### src/rtl/pipe_pkg.sv
//==============================================================================
// Module : pipe_pkg
// Brief  : Shared pipeline types: sequencer state encoding and RV32 opcodes.
// Rev    : 1.0  initial release
//==============================================================================
`default_nettype none

package pipe_pkg;

    typedef enum logic [1:0] {
        ST_IDLE     = 2'd0,
        ST_RUN      = 2'd1,
        ST_MUL_WAIT = 2'd2
    } seq_state_t;

    localparam logic [6:0] c_opc_rtype  = 7'b0110011;
    localparam logic [6:0] c_opc_load   = 7'b0000011;
    localparam logic [6:0] c_opc_store  = 7'b0100011;
    localparam logic [6:0] c_opc_branch = 7'b1100011;
    localparam logic [6:0] c_opc_ialu   = 7'b0010011;

endpackage : pipe_pkg

`default_nettype wire

### src/rtl/hazard_sequencer_if.sv
//==============================================================================
// Module : hazard_sequencer_if
// Brief  : Pipeline observation inputs and control outputs of the sequencer.
// Rev    : 1.0  initial release
//==============================================================================
`default_nettype none

interface hazard_sequencer_if #(
    parameter int CNT_W = 32
);
    logic             start_i;
    logic [4:0]       id_rs1_i;
    logic [4:0]       id_rs2_i;
    logic             id_use_rs2_i;
    logic             ex_memread_i;
    logic [4:0]       ex_rd_i;
    logic             ex_mul_i;
    logic             branch_i;
    logic             pc_write_o;
    logic             ifid_write_o;
    logic             ifid_flush_o;
    logic             idex_bubble_o;
    logic             exmem_hold_o;
    logic             busy_o;
    logic [CNT_W-1:0] stall_cnt_o;
    logic [CNT_W-1:0] flush_cnt_o;

    modport master (
        output start_i, id_rs1_i, id_rs2_i, id_use_rs2_i,
               ex_memread_i, ex_rd_i, ex_mul_i, branch_i,
        input  pc_write_o, ifid_write_o, ifid_flush_o, idex_bubble_o,
               exmem_hold_o, busy_o, stall_cnt_o, flush_cnt_o
    );

    modport slave (
        input  start_i, id_rs1_i, id_rs2_i, id_use_rs2_i,
               ex_memread_i, ex_rd_i, ex_mul_i, branch_i,
        output pc_write_o, ifid_write_o, ifid_flush_o, idex_bubble_o,
               exmem_hold_o, busy_o, stall_cnt_o, flush_cnt_o
    );

endinterface : hazard_sequencer_if

`default_nettype wire

### src/rtl/hazard_sequencer_sat_counter.sv
//==============================================================================
// Module : sat_counter
// Brief  : Up-counter that sticks at all-ones instead of wrapping.
// Rev    : 1.0  initial release
//==============================================================================
`default_nettype none

module sat_counter #(
    parameter int WIDTH = 32
) (
    input  wire logic             clk_i,
    input  wire logic             rst_i,
    input  wire logic             i_inc,
    input  wire logic             i_clear,
    output logic      [WIDTH-1:0] o_count
);

    logic [WIDTH-1:0] r_count;

    always_ff @(posedge clk_i or negedge rst_i) begin
        if (!rst_i) begin
            r_count <= '0;
        end else if (i_clear) begin
            r_count <= '0;
        end else if (i_inc && (r_count != {WIDTH{1'b1}})) begin
            r_count <= r_count + WIDTH'(1);
        end
    end

    assign o_count = r_count;

endmodule : sat_counter

`default_nettype wire

### src/rtl/hazard_sequencer.sv
//==============================================================================
// Module : hazard_sequencer
// Brief  : Stall/flush/hold sequencer for the five-stage pipeline.
// Rev    : 1.0  initial release
//==============================================================================
`default_nettype none

module hazard_sequencer
    import pipe_pkg::*;
#(
    parameter int MUL_LAT = 4,
    parameter int CNT_W   = 32
) (
    input wire logic         clk_i,
    input wire logic         rst_i,
    hazard_sequencer_if.slave bus
);

    localparam int                    c_mcnt_w    = $clog2(MUL_LAT);
    localparam logic [c_mcnt_w-1:0]   c_mcnt_load = c_mcnt_w'(MUL_LAT - 2);
    localparam logic [c_mcnt_w-1:0]   c_mcnt_one  = c_mcnt_w'(1);

    seq_state_t          r_state;
    seq_state_t          w_state_nxt;
    logic [c_mcnt_w-1:0] r_mcnt;
    logic [c_mcnt_w-1:0] w_mcnt_nxt;

    logic w_load_use;
    logic w_pc_write;
    logic w_ifid_write;
    logic w_ifid_flush;
    logic w_idex_bubble;
    logic w_exmem_hold;
    logic w_busy;
    logic w_stall_inc;

    // x0 is hardwired zero, so a load into it can never create a RAW hazard
    assign w_load_use = bus.ex_memread_i && (bus.ex_rd_i != 5'd0) &&
                        ((bus.ex_rd_i == bus.id_rs1_i) ||
                         (bus.id_use_rs2_i && (bus.ex_rd_i == bus.id_rs2_i)));

    always_ff @(posedge clk_i or negedge rst_i) begin
        if (!rst_i) begin
            r_state <= ST_IDLE;
            r_mcnt  <= '0;
        end else begin
            r_state <= w_state_nxt;
            r_mcnt  <= w_mcnt_nxt;
        end
    end

    always_comb begin
        w_state_nxt   = r_state;
        w_mcnt_nxt    = r_mcnt;
        w_pc_write    = 1'b0;
        w_ifid_write  = 1'b0;
        w_ifid_flush  = 1'b0;
        w_idex_bubble = 1'b0;
        w_exmem_hold  = 1'b0;
        w_busy        = 1'b0;
        case (r_state)
            ST_IDLE: begin
                if (bus.start_i) begin
                    w_state_nxt = ST_RUN;
                end
            end
            ST_RUN: begin
                if (bus.ex_mul_i) begin
                    w_exmem_hold = 1'b1;
                    w_mcnt_nxt   = c_mcnt_load;
                    // A two-cycle multiply is covered entirely by this cycle
                    if (MUL_LAT > 2) begin
                        w_state_nxt = ST_MUL_WAIT;
                    end
                end else if (w_load_use) begin
                    w_idex_bubble = 1'b1;
                end else if (bus.branch_i) begin
                    w_ifid_flush = 1'b1;
                    w_pc_write   = 1'b1;
                    w_ifid_write = 1'b1;
                end else begin
                    w_pc_write   = 1'b1;
                    w_ifid_write = 1'b1;
                end
            end
            ST_MUL_WAIT: begin
                w_busy       = 1'b1;
                w_exmem_hold = 1'b1;
                if (r_mcnt <= c_mcnt_one) begin
                    w_mcnt_nxt  = '0;
                    w_state_nxt = ST_RUN;
                end else begin
                    w_mcnt_nxt  = r_mcnt - c_mcnt_one;
                end
            end
            default: begin
                w_state_nxt = ST_IDLE;
                w_mcnt_nxt  = '0;
            end
        endcase
    end

    assign w_stall_inc = (r_state != ST_IDLE) && !w_pc_write;

    sat_counter #(.WIDTH(CNT_W)) u_stall_cnt (
        .clk_i   (clk_i),
        .rst_i   (rst_i),
        .i_inc   (w_stall_inc),
        .i_clear (1'b0),
        .o_count (bus.stall_cnt_o)
    );

    sat_counter #(.WIDTH(CNT_W)) u_flush_cnt (
        .clk_i   (clk_i),
        .rst_i   (rst_i),
        .i_inc   (w_ifid_flush),
        .i_clear (1'b0),
        .o_count (bus.flush_cnt_o)
    );

    assign bus.pc_write_o    = w_pc_write;
    assign bus.ifid_write_o  = w_ifid_write;
    assign bus.ifid_flush_o  = w_ifid_flush;
    assign bus.idex_bubble_o = w_idex_bubble;
    assign bus.exmem_hold_o  = w_exmem_hold;
    assign bus.busy_o        = w_busy;

endmodule : hazard_sequencer

`default_nettype wire

### src/flat_wrapper.sv
// flat-port wrapper written by rule: the top's interface ports become plain ports
module hazard_sequencer_flat import pipe_pkg::*;
#(
    parameter int MUL_LAT = 4,
    parameter int CNT_W   = 32
)
  (clk_i, rst_i, bus_start_i, bus_id_rs1_i, bus_id_rs2_i, bus_id_use_rs2_i, bus_ex_memread_i, bus_ex_rd_i, bus_ex_mul_i, bus_branch_i, bus_pc_write_o, bus_ifid_write_o, bus_ifid_flush_o, bus_idex_bubble_o, bus_exmem_hold_o, bus_busy_o, bus_stall_cnt_o, bus_flush_cnt_o);
  hazard_sequencer_if #(.CNT_W(CNT_W)) bus_i ();
  input wire logic clk_i;
  input wire logic rst_i;
  input wire logic [$bits(bus_i.start_i)-1:0] bus_start_i;
  input wire logic [$bits(bus_i.id_rs1_i)-1:0] bus_id_rs1_i;
  input wire logic [$bits(bus_i.id_rs2_i)-1:0] bus_id_rs2_i;
  input wire logic [$bits(bus_i.id_use_rs2_i)-1:0] bus_id_use_rs2_i;
  input wire logic [$bits(bus_i.ex_memread_i)-1:0] bus_ex_memread_i;
  input wire logic [$bits(bus_i.ex_rd_i)-1:0] bus_ex_rd_i;
  input wire logic [$bits(bus_i.ex_mul_i)-1:0] bus_ex_mul_i;
  input wire logic [$bits(bus_i.branch_i)-1:0] bus_branch_i;
  output wire logic [$bits(bus_i.pc_write_o)-1:0] bus_pc_write_o;
  output wire logic [$bits(bus_i.ifid_write_o)-1:0] bus_ifid_write_o;
  output wire logic [$bits(bus_i.ifid_flush_o)-1:0] bus_ifid_flush_o;
  output wire logic [$bits(bus_i.idex_bubble_o)-1:0] bus_idex_bubble_o;
  output wire logic [$bits(bus_i.exmem_hold_o)-1:0] bus_exmem_hold_o;
  output wire logic [$bits(bus_i.busy_o)-1:0] bus_busy_o;
  output wire logic [$bits(bus_i.stall_cnt_o)-1:0] bus_stall_cnt_o;
  output wire logic [$bits(bus_i.flush_cnt_o)-1:0] bus_flush_cnt_o;
  assign bus_i.start_i = bus_start_i;
  assign bus_i.id_rs1_i = bus_id_rs1_i;
  assign bus_i.id_rs2_i = bus_id_rs2_i;
  assign bus_i.id_use_rs2_i = bus_id_use_rs2_i;
  assign bus_i.ex_memread_i = bus_ex_memread_i;
  assign bus_i.ex_rd_i = bus_ex_rd_i;
  assign bus_i.ex_mul_i = bus_ex_mul_i;
  assign bus_i.branch_i = bus_branch_i;
  assign bus_pc_write_o = bus_i.pc_write_o;
  assign bus_ifid_write_o = bus_i.ifid_write_o;
  assign bus_ifid_flush_o = bus_i.ifid_flush_o;
  assign bus_idex_bubble_o = bus_i.idex_bubble_o;
  assign bus_exmem_hold_o = bus_i.exmem_hold_o;
  assign bus_busy_o = bus_i.busy_o;
  assign bus_stall_cnt_o = bus_i.stall_cnt_o;
  assign bus_flush_cnt_o = bus_i.flush_cnt_o;
  hazard_sequencer #(.MUL_LAT(MUL_LAT), .CNT_W(CNT_W)) u_core (.clk_i(clk_i), .rst_i(rst_i), .bus(bus_i));
endmodule
### config.mk
export PLATFORM = sky130hd
export DESIGN_NAME = hazard_sequencer_flat
export DESIGN_NICKNAME = d
export VERILOG_FILES = /design/src/rtl/pipe_pkg.sv /design/src/rtl/hazard_sequencer_if.sv /design/src/rtl/hazard_sequencer_sat_counter.sv /design/src/rtl/hazard_sequencer.sv /design/src/flat_wrapper.sv
export SDC_FILE = /design/constraint.sdc
export NUM_CORES = 1
export LEC_CHECK = 0
export BUFFER_PORTS_ARGS = -buffer_cell sky130_fd_sc_hd__buf_2
export CORE_ASPECT_RATIO = 0.6
export CORE_MARGIN = 2
export CORE_UTILIZATION = 47
export CTS_CLUSTER_DIAMETER = 50
export DETAILED_ROUTE_END_ITERATION = 8
export HOLD_SLACK_MARGIN = 0.1
export PLACE_DENSITY = 0.8
export SYNTH_ARGS = -nofsm -noshare
export SYNTH_HDL_FRONTEND = slang
export SYNTH_SLANG_ARGS = --single-unit
### constraint.sdc
create_clock -name clk_i -period 4.7 [get_ports clk_i]
set_clock_uncertainty 0.05 [all_clocks]
set_input_delay 0.705 -clock clk_i [delete_from_list [all_inputs] [get_ports clk_i]]
set_output_delay 0.705 -clock clk_i [all_outputs]
set_load 0.005 [all_outputs]
Yosys cells after proc, flatten, opt, wreduce, memory -nomap -nowiden. Cells that the tools add are included.

Add/sub/neg operators: 3. $lt $le $gt $ge: 1. Equal/unequal tests: 9. Mux-type cells: 19. Bitwise logic cells: 1. Reduce and logical (&&, ||, !) cells: 13.

Operator list (number): adder 32 x 1 -> 32 bit (second input constant) (2); inequality test 32 bit (second input constant) (2); two-way mux 1 bit (12); case mux 2 bit (3 select lines) (2); == test 5 bit (2); two-way mux 2 bit (4); logical AND 1 bit (6); nonzero test 5 bit (1); inequality test 2 bit (second input constant) (2); AND reduction 3 bit (1); == test 2 x 1 -> 1 bit (second input constant) (1); == test 2 bit (second input constant) (1); less-or-equal comparator 2 x 1 -> 1 bit (second input constant) (1); zero test 2 bit (1); inequality test 2 x 1 -> 1 bit (second input constant) (1); case mux 1 bit (2 select lines) (1); AND reduction 2 bit (1); nonzero test 2 bit (1); subtractor 2 x 1 -> 2 bit (second input constant) (1); zero test 1 bit (1); logical OR 1 bit (1); NOT 1 bit (1).

Register bits after elaboration: 68. Input port bits: 22. Output and inout port bits: 70.

Logic depth before layout (Yosys ltp).
Depth in word-level cells: 10. Gate-level depth with buffers: 9. Gate-level depth less buffers: 8.

Cells and area by module. A second synthesis with hierarchy kept.

Cells, all modules: 449. Area total of the unflattened synthesis: 4154.0 um2.

By module, submodules not included: sat_counter (instances 2, cells an instance 198, area an instance 1854.3 um2, sequential area each 800.8 um2); hazard_sequencer (instances 1, cells an instance 53, area an instance 445.4 um2, sequential area each 100.1 um2).

Worst setup path before layout. OpenSTA, ideal clock, no wires.

Path kind: input port to output port. From: input port bus_ex_rd_i[0]. To: output port bus_pc_write_o. Data arrival time: 2.037 ns. Required time: 3.945 ns. Setup slack: 1.908 ns. Stages on the path: 6. Buffers on the path: 2. Cell sequence: or4_1 -> o21a_1 -> o21ai_2 -> buf_2 -> and2_1 -> buf_4.

Longest elaborated chain between the ends: 7. Elaborated cells on any way between the ends: 10.

Ends and longest elaborated chain: start: declaration (line flat_wrapper.sv:16) `input wire logic [$bits(bus_i.ex_rd_i)-1:0] bus_ex_rd_i;`; == test 5 bit (line hazard_sequencer.sv:40) `(bus.id_use_rs2_i && (bus.ex_rd_i == bus.id_rs2_i)));`; logical AND 1 bit (line hazard_sequencer.sv:40); logical OR 1 bit (line hazard_sequencer.sv:39) `((bus.ex_rd_i == bus.id_rs1_i) ||`; logical AND 1 bit (*) (line hazard_sequencer.sv:38) `assign w_load_use = bus.ex_memread_i && (bus.ex_rd_i != 5'd0) &&`; two-way mux 1 bit (*) (3 in a row); end: declaration (line flat_wrapper.sv:19) `output wire logic [$bits(bus_i.pc_write_o)-1:0] bus_pc_write_o;`.

Every way passes the cells marked *; elsewhere a longest branch is shown, timed or not.

Worst setup path in the final report.
From: input port bus_ex_rd_i[0]. To: output port bus_ifid_write_o.

Longest elaborated chain between the ends: 7. Elaborated cells on any way between the ends: 10.

Ends and longest elaborated chain: == test 5 bit (line hazard_sequencer.sv:40); logical AND 1 bit (line hazard_sequencer.sv:40); logical OR 1 bit (line hazard_sequencer.sv:39); logical AND 1 bit (*) (line hazard_sequencer.sv:38); two-way mux 1 bit (*) (line hazard_sequencer.sv:75) `end else if (w_load_use) begin`; two-way mux 1 bit (*) (line hazard_sequencer.sv:68) `if (bus.ex_mul_i) begin`; two-way mux 1 bit (*) (line hazard_sequencer.sv:61) `case (r_state)`; end: declaration (line flat_wrapper.sv:20) `output wire logic [$bits(bus_i.ifid_write_o)-1:0] bus_ifid_write_o;`.

Marks and branches as above.

==> impl_results.md <==
* Number of input and output port buffers inserted at between 90 and 100
* Maximum number of pins on one net before global-route repair at 41
* Setup crit start: bus_ex_rd_i[0]
* Count of clock tree sinks at 68
* Post-CTS Resized at 0
* Worst Min Path Start: u_core.u_flush_cnt.o_count[22]
* TritonCTS clock tree: yes
* Detailed Route Iter0 Violations at approximately 240
* Arrival time reported for the critical path endpoint at about 2.5 ns
* Slew at the pin closest to its max-slew limit at around 0.94 ns
* Maximum resistive drop on vdd at 334 uV
* Syn nets at 388
* Vias at ~3200
* Effective utilization at floorplan at between 40% and 50%
* Placement row count at 25
* Req. time, crit path at between 3 and 4 ns
* Global router's overall resource usage at around 22%
* WHS Path Cells at 1
* Floorplan die area at around 8600 sq um
* Warnings, synthesis at 0
* Netlist Area Pre-Place at ~3700 sq um
* HPWL Detailed at 6500 um
* Total length of routed wires at 9120 um
* Max Clk Rate at between 0.3 and 0.4 GHz
* Crit Reg-Reg Endpoint: u_core.u_flush_cnt.o_count[1]
* Average via count per standard cell at 5.58
* Classification of the worst setup path: in -> out
* Final total power at 1.75 mW
* Gate count after technology mapping at 360
* Global placer's final weighted congestion at roughly 0.87
* Run status: complete, no violations
* Longest Clk Path Bufs at 2
* RSZ-0062 raised after global routing: no
* Critical path capture point type: primary output
* Sequential area share after synthesis at a little under half
* Vias in the first global route at approximately 3000
* CTS buffer count at 9
* Sink of the worst hold path: u_core.u_flush_cnt.o_count[22]
* Post-layout nets at 481
* Setup_tns at 0 ns
* Worst R2R Start: u_core.r_state[1]
* Max-slew violation count at 0
* Number of max-cap violations at 0
* Final hold violations at 0
* Post-CTS setup buffer count at 0
* Die height at between 70 and 80 um
* Die Wd at 119 um
* Mean Syn Cell Area at 10.3 sq um
* Slew headroom at a little under two fifths
* Crit path time final at 3.25 ns
* Post-DRT Antenna Nets at 0
* Maximum net fanout on the critical path at 21
* Worst hold-check path type: reg -> reg
* FF-to-FF setup slack at between 1.5 and 2 ns
* H-tree level count at 3
* CTS root buffer: sky130_fd_sc_hd__clkbuf_16
* N_diodes at 0
* Final routed DRC violation total at 0
* Power per standard cell area at around 390 nW/um^2
* Clock latency of the later-clocked register in the worst-skew pair at roughly 0.33 ns
* Area of the core at slightly below 8000 sq um
* Synthesis-to-finish area growth at 22.2%
* Drt pass-1 iters at 4
* Global-route wire length before repair at ~15000 um
* Count of different cell masters after synthesis at 41
* Final setup fails at 0
* Layout cells sized above 1 at ~28%
* Remaining global-route overflow at 0
* Register-to-Register Path Depth at 7
* Clock slew at the register clock pins of the worst setup and hold paths at around 0.05 ns
* Crit start category: primary input
* Average detailed-routed wire length per instance at 16.1 um
* Static leakage at 2.28 nW
* Number of top-level design ports at 92
* Hold bufs inserted after CTS at 0
* Seq cells post-synth at between 60 and 70
* Ratio of final minimum period to clock period at 69.2%
* Antenna violations before repair at 0
==> critical path: stages <==
cell,delay (ns)
sky130_fd_sc_hd__buf_2,0.12
sky130_fd_sc_hd__or4_1,0.52
sky130_fd_sc_hd__o21a_1,0.22
sky130_fd_sc_hd__o21ai_2,0.27
sky130_fd_sc_hd__buf_4,0.37
sky130_fd_sc_hd__and2_1,0.17
sky130_fd_sc_hd__buf_2,0.11
==> per-stage QoR <==
stage	hold slack, ns	utilization [%]	std cells	worst slack (ns)	cell area, sq um
CTS	0.441	58.4	566	1.45	4530
finish	0.439	58.4	566	1.45	4530
global placement	0.423	54.7	550	1.49	4240
floorplan	0.359	-	360	1.91	3710
global route	0.459	58.4	566	1.35	4530
detailed placement	0.430	54.7	550	1.48	4240
==> cell usage in the layout, fill, tap and decap left out, drive strengths merged, types with 6 or more instances in the layout <==
cell type | Yosys | final
nor4 | 13 | 13
nand4 | 33 | 33
nor2 | 20 | 20
inv | 6 | 6
o21ai | 6 | 6
nand3 | 29 | 29
nor3 | 22 | 22
ha | 6 | 6
nand2 | 23 | 23
dfrtp | 68 | 68
and3 | 14 | 14
buf | 11 | 95
and4 | 6 | 6
clkbuf | 2 | 12
xnor2 | 39 | 39
xor2 | 33 | 33
==> area by class of cell <==
class | count | area (sq um)
sequential | 68 | 1700
fill | 673 | 3220
clock buffer | 12 | 267
clock inverter | 4 | 22.5
multi-input combinational | 273 | 1900
timing repair buffer | 95 | 485
tap | 108 | 135
inverter | 6 | 22.5
==> how the worst max path moves through the flow <==
| stage | end | slack [ns] | depth (start not counted) |
|---|---|---|---|
| final | bus_ifid_write_o | 1.45 | 7 |
| after floorplan | bus_pc_write_o | 1.91 | 6 |
| after global routing | bus_pc_write_o | 1.35 | 7 |
| after global placement | bus_ifid_write_o | 1.49 | 7 |
| after detailed placement | bus_ifid_write_o | 1.48 | 7 |
| after CTS | bus_ifid_write_o | 1.45 | 7 |
==> kinds of logic after synthesis <==
logic type	share of synthesized area, %
fa+ha+maj	2.02
flops	45.9
mux	0.607
simple gates	29.1
buf+inv	3.04
compound gates	2.33
xor+xnor	17.0
==> synth_stat cells, drive strengths merged <==
cell type  number  share of area (%)
nor4           13                2.6
nand4          33                5.9
nor3           22                3.1
mux2            2               0.61
nor2           20                2.2
and3           14                2.4
xor2           33                7.8
and2            4               0.67
o41ai           1               0.24
nand4b          4               0.94
dfrtp          68                 46
o21ai           6                1.0
buf            11                2.2
nor2b           3               0.51
and4            6                1.5
xnor2          39                9.2
nor3b           1               0.20
nor4b           4                1.1
a32o            1               0.27
nand3          29                4.9
a21oi           3               0.40
o21a            2               0.40
ha              6                2.0
clkbuf          2               0.20
or4             2               0.40
nand2          23                2.4
inv             6               0.61
or3             1               0.17
nand2b          1               0.17
==> state kept, by name (all words and copies together), names as in the netlist <==
register and count:
u_core.u_stall_cnt.o_count 32, u_core.r_state 2, u_core.r_mcnt 2, u_core.u_flush_cnt.o_count 32
==> layer usage <==
layer | global-route usage (%) | wire, um | up-vias
li1 | - | - | 1484
met1 | 31.7 | 4380 | 1552
met3 | 6.72 | 582 | 15
met4 | 6.48 | 112 | 0
met2 | 31.5 | 4040 | 107
met5 | 0 | 0 | -
==> power breakdown <==
group | internal, mW | switching (mW)
Combinational | 0.152 | 0.244
Sequential | 0.643 | 0.0709
Clock | 0.397 | 0.240
Total | 1.19 | 0.554
No activity file was read; power rests on OpenSTA's default activity.
